## config.mk

```make
export PLATFORM = sky130hd
export DESIGN_NAME = mul32_seq
export DESIGN_NICKNAME = d
export VERILOG_FILES = /design/src/rtl/mul_pkg.sv /design/src/rtl/mul_ctrl_fsm.sv /design/src/rtl/mul32_seq.sv
export SDC_FILE = /design/constraint.sdc
export NUM_CORES = 1
export LEC_CHECK = 0
export ABC_AREA = 0
export CORE_ASPECT_RATIO = 0.9
export CORE_MARGIN = 2
export CORE_UTILIZATION = 46
export CTS_CLUSTER_DIAMETER = 80
export DETAILED_ROUTE_END_ITERATION = 12
export GPL_TIMING_DRIVEN = 0
export PLACE_DENSITY_LB_ADDON = 0.25
export SLEW_MARGIN = 10
export SYNTH_ARGS = -nofsm -noshare
export SYNTH_HDL_FRONTEND = slang
export SYNTH_SLANG_ARGS = --single-unit
export TNS_END_PERCENT = 20
```

## constraint.sdc

```tcl
create_clock -name clk -period 3.5 [get_ports clk]
set_clock_uncertainty 0.15 [all_clocks]
set_input_delay 1.05 -clock clk [delete_from_list [all_inputs] [get_ports clk]]
set_output_delay 1.05 -clock clk [all_outputs]
set_load 0.02 [all_outputs]
```

## src/rtl/mul_pkg.sv

```systemverilog
// rtl/mul_pkg.sv - shared state encoding and iteration constants for mul32_seq
package mul_pkg;

    typedef enum logic [1:0] {
        IDLE = 2'd0,
        CALC = 2'd1,
        DONE = 2'd2
    } mul_state_e;

    localparam int MUL_ITER  = 32;
    localparam int MUL_CNT_W = 5;

    // Counter value of the final iteration; that step also loads P.
    function automatic logic is_last_iter(input logic [MUL_CNT_W-1:0] cnt);
        return cnt == MUL_CNT_W'(MUL_ITER - 1);
    endfunction

endpackage

```

## src/rtl/mul_ctrl_fsm.sv

```systemverilog
// rtl/mul_ctrl_fsm.sv - multiplier sequencer: state, iteration counter, handshake and datapath enables
module mul_ctrl_fsm
    import mul_pkg::*;
(
    input  logic clk,
    input  logic rst,
    input  logic start_i,
    output logic busy_o,
    output logic done_o,
    output logic load_o,
    output logic step_o,
    output logic capture_o
);

    mul_state_e             state_q, state_d;
    logic [MUL_CNT_W-1:0]   cnt_q, cnt_d;

    // Next-state, counter update and one-cycle enables for the datapath.
    always_comb begin
        state_d   = state_q;
        cnt_d     = cnt_q;
        load_o    = 1'b0;
        step_o    = 1'b0;
        capture_o = 1'b0;
        case (state_q)
            IDLE: begin
                if (start_i) begin
                    load_o  = 1'b1;
                    cnt_d   = '0;
                    state_d = CALC;
                end
            end
            CALC: begin
                // start is deliberately ignored here; nothing is queued.
                step_o = 1'b1;
                cnt_d  = cnt_q + 1'b1;
                if (is_last_iter(cnt_q)) begin
                    capture_o = 1'b1;
                    state_d   = DONE;
                end
            end
            DONE: begin
                if (start_i) begin
                    load_o  = 1'b1;
                    cnt_d   = '0;
                    state_d = CALC;
                end else begin
                    state_d = IDLE;
                end
            end
            default: begin
                state_d = IDLE;
                cnt_d   = '0;
            end
        endcase
    end

    // State and counter registers; reset aborts any multiply in flight.
    always_ff @(posedge clk) begin
        if (rst) begin
            state_q <= IDLE;
            cnt_q   <= '0;
        end else begin
            state_q <= state_d;
            cnt_q   <= cnt_d;
        end
    end

    assign busy_o = (state_q == CALC);
    assign done_o = (state_q == DONE);

endmodule

```

## src/rtl/mul32_seq.sv

```systemverilog
// rtl/mul32_seq.sv - iterative shift-and-add 32x32 multiplier; MUL_SIGNED_EN adds signed_op
module mul32_seq
    import mul_pkg::*;
#(
    parameter int WIDTH = 32
) (
    input  logic               clk,
    input  logic               rst,
    input  logic               start,
    input  logic [WIDTH-1:0]   A,
    input  logic [WIDTH-1:0]   B,
`ifdef MUL_SIGNED_EN
    input  logic               signed_op,
`endif
    output logic [2*WIDTH-1:0] P,
    output logic               busy,
    output logic               done
);

    logic               load, step, capture;
    logic [2*WIDTH-1:0] mcand_q;
    logic [WIDTH-1:0]   mplr_q;
    logic [2*WIDTH-1:0] acc_q;
    logic [2*WIDTH-1:0] p_q;
    logic [WIDTH-1:0]   a_mag, b_mag;
    logic [2*WIDTH-1:0] acc_sum;
    logic [2*WIDTH-1:0] p_next;
`ifdef MUL_SIGNED_EN
    logic               neg_q;
    logic               neg_in;
`endif

    mul_ctrl_fsm u_ctrl (
        .clk       (clk),
        .rst       (rst),
        .start_i   (start),
        .busy_o    (busy),
        .done_o    (done),
        .load_o    (load),
        .step_o    (step),
        .capture_o (capture)
    );

    // Operand conditioning: signed operands are reduced to magnitudes so the
    // core loop stays unsigned; the most negative value maps to 2^(WIDTH-1).
    always_comb begin
        a_mag = A;
        b_mag = B;
`ifdef MUL_SIGNED_EN
        neg_in = 1'b0;
        if (signed_op) begin
            if (A[WIDTH-1]) a_mag = '0 - A;
            if (B[WIDTH-1]) b_mag = '0 - B;
            neg_in = A[WIDTH-1] ^ B[WIDTH-1];
        end
`endif
    end

    // One partial product per cycle, plus the sign fix-up applied at capture.
    always_comb begin
        acc_sum = acc_q + (mplr_q[0] ? mcand_q : '0);
`ifdef MUL_SIGNED_EN
        p_next  = neg_q ? ('0 - acc_sum) : acc_sum;
`else
        p_next  = acc_sum;
`endif
    end

    // Shift registers and accumulator: loaded on accepted start, stepped in CALC.
    always_ff @(posedge clk) begin
        if (rst) begin
            mcand_q <= '0;
            mplr_q  <= '0;
            acc_q   <= '0;
`ifdef MUL_SIGNED_EN
            neg_q   <= 1'b0;
`endif
        end else if (load) begin
            mcand_q <= {{WIDTH{1'b0}}, a_mag};
            mplr_q  <= b_mag;
            acc_q   <= '0;
`ifdef MUL_SIGNED_EN
            neg_q   <= neg_in;
`endif
        end else if (step) begin
            acc_q   <= acc_sum;
            mcand_q <= mcand_q << 1;
            mplr_q  <= mplr_q >> 1;
        end
    end

    // Product register: holds the last result until the next completed multiply.
    always_ff @(posedge clk) begin
        if (rst) begin
            p_q <= '0;
        end else if (capture) begin
            p_q <= p_next;
        end
    end

    assign P = p_q;

endmodule
```

Word-level counts from Yosys, hierarchy flattened
Index checks and enable logic that the tools add are counted.
{"block": "totals", "register_bits": 231, "input_bits": 67, "out_inout_bits": 66, "word_cells": 36}
{"block": "op_classes", "n_addsub": 2, "eq_ne": 6, "mux": 16, "reduce_logical": 5}
{"cell": "$mux W32", "count": 4}
{"cell": "$add A64 B64 Y64", "count": 1}
{"cell": "$mux W64", "count": 1}
{"cell": "$pmux W5 S2", "count": 1}
{"cell": "$mux W1", "count": 6}
{"cell": "$pmux W2 S3", "count": 1}
{"cell": "$add A5 B1 Y5 const B", "count": 1}
{"cell": "$eq A5 B5 Y1 const B", "count": 1}
{"cell": "$mux W5", "count": 1}
{"cell": "$mux W2", "count": 2}
{"cell": "$ne A2 B1 Y1 const B", "count": 2}
{"cell": "$reduce_or A2 Y1", "count": 2}
{"cell": "$eq A2 B1 Y1 const B", "count": 1}
{"cell": "$eq A2 B2 Y1 const B", "count": 1}
{"cell": "$logic_not A2 Y1", "count": 1}
{"cell": "$ne A2 B2 Y1 const B", "count": 1}
{"cell": "$reduce_and A2 Y1", "count": 1}
{"cell": "$reduce_bool A2 Y1", "count": 1}

Logic depth before layout (Yosys ltp)
{"block": "logic_depth", "depth_word": 4, "ltp_mapped": 14, "mapped_depth_nobuf": 12}

By module
A second synthesis with hierarchy kept.
{"block": "unflattened", "hier_cells": 1668, "hier_area_um2": 13738.2}
{"module": "mul32_seq", "n_inst": 1, "cells_per_inst": 1630, "area_each_um2": 13375.3, "seq_area_each_um2": 4484.3}
{"module": "mul_ctrl_fsm", "n_inst": 1, "cells_per_inst": 38, "area_each_um2": 362.8, "seq_area_each_um2": 140.1}

Worst setup path after synthesis
Ideal clock, no wire load.
{"block": "synth_timing", "path_kind": "reg2reg", "from": "register mplr_q[0]", "to": "register p_q[56], in the netlist P[56]", "setup_ns": 0.122, "arrival_time_ns": 3.371, "required_time_ns": 3.228, "slack_ns": -0.143, "stages_incl_launch_ff": 15, "n_path_buf": 2, "synth_period_minus_slack_ns": 3.643, "path_cell_list": "dfxtp_1 > clkbuf_1 > clkbuf_1 > and2_1 > ha_1 > fa_1 > a21oi_1 > o211ai_1 > nand4_1 > a311o_2 > a2111oi_2 > o211ai_1 > a21oi_1 > mux2i_1 > a311o_1"}
{"block": "synth_between", "elab_chain_cells": 2}
{"element": "from (decl)", "line_no": "mul32_seq.sv:22", "source": "logic [WIDTH-1:0] mplr_q;"}
{"element": "from (signal assigned)", "line_no": "mul32_seq.sv:80", "source": "mplr_q <= b_mag;"}
{"element": "from (signal assigned)", "line_no": "mul32_seq.sv:88", "source": "mplr_q <= mplr_q >> 1;"}
{"element": "$mux W64", "line_no": "mul32_seq.sv:61", "source": "acc_sum = acc_q + (mplr_q[0] ? mcand_q : '0);"}
{"element": "$add A64 B64 Y64", "line_no": "mul32_seq.sv:61"}
{"element": "to (signal assigned)", "line_no": "mul32_seq.sv:97", "source": "p_q <= p_next;"}
{"element": "to (decl)", "line_no": "mul32_seq.sv:24", "source": "logic [2*WIDTH-1:0] p_q;"}
No other way between the ends.
A chain may end at the register's enable or synchronous reset.

Final worst setup path
Same ends and word-level chain as after synthesis.

==> run metrics <==
area share of fa/ha/maj cells after synthesis=6.39%; CTS Buffer Depth=3; syn_nets=1874; Routed Antenna Nets=0; Initial Utilization=46.7%; YS warnings=0; share of layout cells above drive strength 1=11.8%; number of synthesized register bits=231; Hold WS=0.301 ns; combinational family with the most area after synthesis=simple AND/OR/NAND/NOR gates; Setup TNS=-7.09 ns; most common cell in the synthesized netlist=nand2_1; core area=27900 um2; Global Route Usage Sum=30.1%; Pwr Density=378 nW/um2; CTS Hold Bufs=0; via/cell ratio=5.96; Chip Width=181 um; WL per Instance=20.1 um; CTS tree=yes; Fmax=256 MHz; maxcap violations=0; Synth Area in XOR/XNOR=3.09%; Max VDD drop=0.336 mV; gr ovfl total=0; Critical Path Max Stage Delay=0.44 ns; Final Max Slew Viols=0; Finished Core Util=60.3%; Avg Synthesized Cell Area=7.49 um2; Post-DP HPWL=33600 um; die height=164 um; Synth top area share=35.5%; GP Congestion=0.985; Site Rows=58; I/O pins=133; final hold viol count=0; complex-gate fraction of the synthesized area=23.3%; first-pass GRT wire length=70500 um; RR Startpoint=mplr_q[0]; first-pass iteration count of the detailed router=5; CP Data Arrival Time=4.20 ns; H-tree depth=1; Synth-to-Final Area Change=29.2%; WHS Endpoint=P[25]; CP max-delay cell=o31ai_1; critical path fanouts, max=10; CP Cell Sequence=buf_4 -> buf_6 -> and2_1 -> ha_2 -> a21oi_1 -> o21a_1 -> o31ai_1 -> nor3b_2 -> a2111oi_4 -> buf_4 -> o211ai_1 -> a21oi_2 -> mux2i_1 -> a311o_1; number of synthesized flops with an enable pin=0; Hold Path Class=flop to flop; Num CTS Buffers=25; DIE AREA=29700 um2; r2r worst-path depth=14; # port buffers=132; crit path kind=flop to flop; Commonest cells post-synth=328 x nand2_1, 231 x dfxtp_1, 194 x a21oi_1; Final Setup Violations=41; crit path launch type=flop; DR iter-0 viols=1217; Area contributors post-synth=dfxtp_1 35%, nand2_1 9.4%, a21oi_1 7.4%; largest net degree at the start of global routing=14; mux cell area share after synthesis=0.480%; total power=6.36 mW; simple-gate portion of the synthesized area=26.6%; Most Frequent Cell on Critical Path=buf_4; Reg-to-Reg End=P[56]; Tcrit/Tclk final=112%; Synth area leader=dfxtp_1; placed insts=2233; Clock Latency Late Sink=0.55 ns; Worst-Margin Slew=0.960 ns; dominant synthesized flop cell=dfxtp_1; R2R setup slack=-0.41 ns; failing checks=negative setup slack; Final min period=3.91 ns; fin nets=2062; hold_sp=P[25]; Final Routed Wirelength=46400 um; Post-synth ARST share=0%; setup ws final=-0.410 ns; Pleak=6.18 nW; hold path cells=2; Critical Path RT=3.79 ns; Reg clk slew, reported paths=0.07 ns; number of clock sinks=231; Final Non-Filler Cells=2309; setup repair after global routing missed its margin=yes; slew margin rel.=36.0%; Synth cell types=65; Post-Syn Area=13000 um2; CP Capture Type=flop; status=finished with violations; Vias=13.8k; Remaining DRCs=0; Root Buffer=clkbuf_16; Cells after Synth=1741; vias in the first global route=12.7k; sequential-to-total area share from yosys stat=35.5%; initial antenna violation count=0
cell families after synthesis:
logic type                 count (synthesis)
and+or+nand+nor                          757
AOI/OAI and AO/OA                        479
DFF                                      231
buffers and inverters                    156
adders and majority gates                 66
xor gates and xnor gates                  46
muxes                                      6
layout make-up:
| type | count | area [um2] |
|---|---|---|
| diodes | 1 | 2.50 |
| plain buffers | 118 | 579 |
| clock buffers | 34 | 709 |
| clock inverters | 12 | 168 |
| fillers | 2572 | 11100 |
| inverters | 24 | 90.1 |
| multi-input cells | 1354 | 8570 |
| flip-flops and latches | 231 | 4630 |
| well taps | 360 | 450 |
| repair buffers | 175 | 1650 |
cells in the final DEF (no fill, tap or decap), types with 7 or more instances in the layout:
cell type        instances
buf_1                    8
nand2_1                324
xnor2_1                 24
ha_4                    15
inv_1                   24
and3_1                  19
and2_1                  68
o22ai_1                 40
a31oi_1                 10
dfxtp_1                229
clkbuf_8                 7
o21ai_0                 48
or3_1                   11
ha_2                     8
o211ai_1                12
a21o_1                  38
clkdlybuf4s50_1        131
nand4_1                 26
nor2_1                 118
xor2_1                  15
clkbuf_16               26
o21ai_1                 13
a211oi_1                 9
nand3_1                 73
ha_1                    42
a21oi_1                177
nor3_1                  58
clkbuf_1                91
o21a_1                  11
nand2b_1                 7
a21oi_2                 15
buf_6                   10
nor2b_1                  9
o21bai_1                10
buf_4                   44
a311oi_1                23
flip-flops by register name, summed over array words and instances (netlist names):
signal and cells:
u_ctrl.state_q 2, acc_q 64, P 64, mplr_q 32
mcand_q 64, u_ctrl.cnt_q 5
what timing repair did:
item                       in CTS  in global routing
resized for setup             145                 63
pin swaps                      38                 34
cloned                          0                  0
buffers inserted               25                 18
setup endpoints to repair     107                 87
power by group:
group | leakage [nW] | switching (mW) | internal, mW
clock network | 0.438 | 1.18 | 1.72
registers | 1.88 | 0.0601 | 2.71
logic | 3.87 | 0.435 | 0.258
total | 6.18 | 1.68 | 4.68
worst max-delay path, delay by kind of cell, from the launching register on:
family | cells | cell delay, ns
buf+inv | 3 | 0.51
mux | 1 | 0.11
compound gates | 7 | 1.93
simple gates | 2 | 0.29
flops | 1 | 0.38
fa+ha+maj | 1 | 0.40
worst max path at each step:
stage / depth (start not counted) / endpoint / slack [ns] / from
4_1_cts: 15 / P[56] / -0.36 / mplr_q[0]
6_report: 14 / P[56] / -0.41 / mplr_q[0]
5_1_grt: 14 / P[56] / -0.49 / mplr_q[0]
3_3_place_gp: 14 / acc_q[60] / -1.37 / mplr_q[0]
3_5_place_dp: 14 / acc_q[60] / -1.42 / mplr_q[0]
2_1_floorplan: 14 / acc_q[60] / -0.05 / mplr_q[0]
layer usage:
layer  wire [um]  part of all wire [%]  vias up  global-route usage (%)
li1            -                     -     6553                       -
met1       20700                    45     6494                    40.8
met2       20100                    43      595                    46.2
met3        4000                   8.6      111                    7.38
met4        1670                   3.6        0                    11.6
met5           0                     0        -                       0
through the flow:
stage	area (um2)	worst slack [ns]
2_1_floorplan	13000	-0.0516
3_3_place_gp	14800	-1.37
3_5_place_dp	14800	-1.42
4_1_cts	16500	-0.356
5_1_grt	16800	-0.494
6_report	16800	-0.410
(Power assumes the default switching activity.)
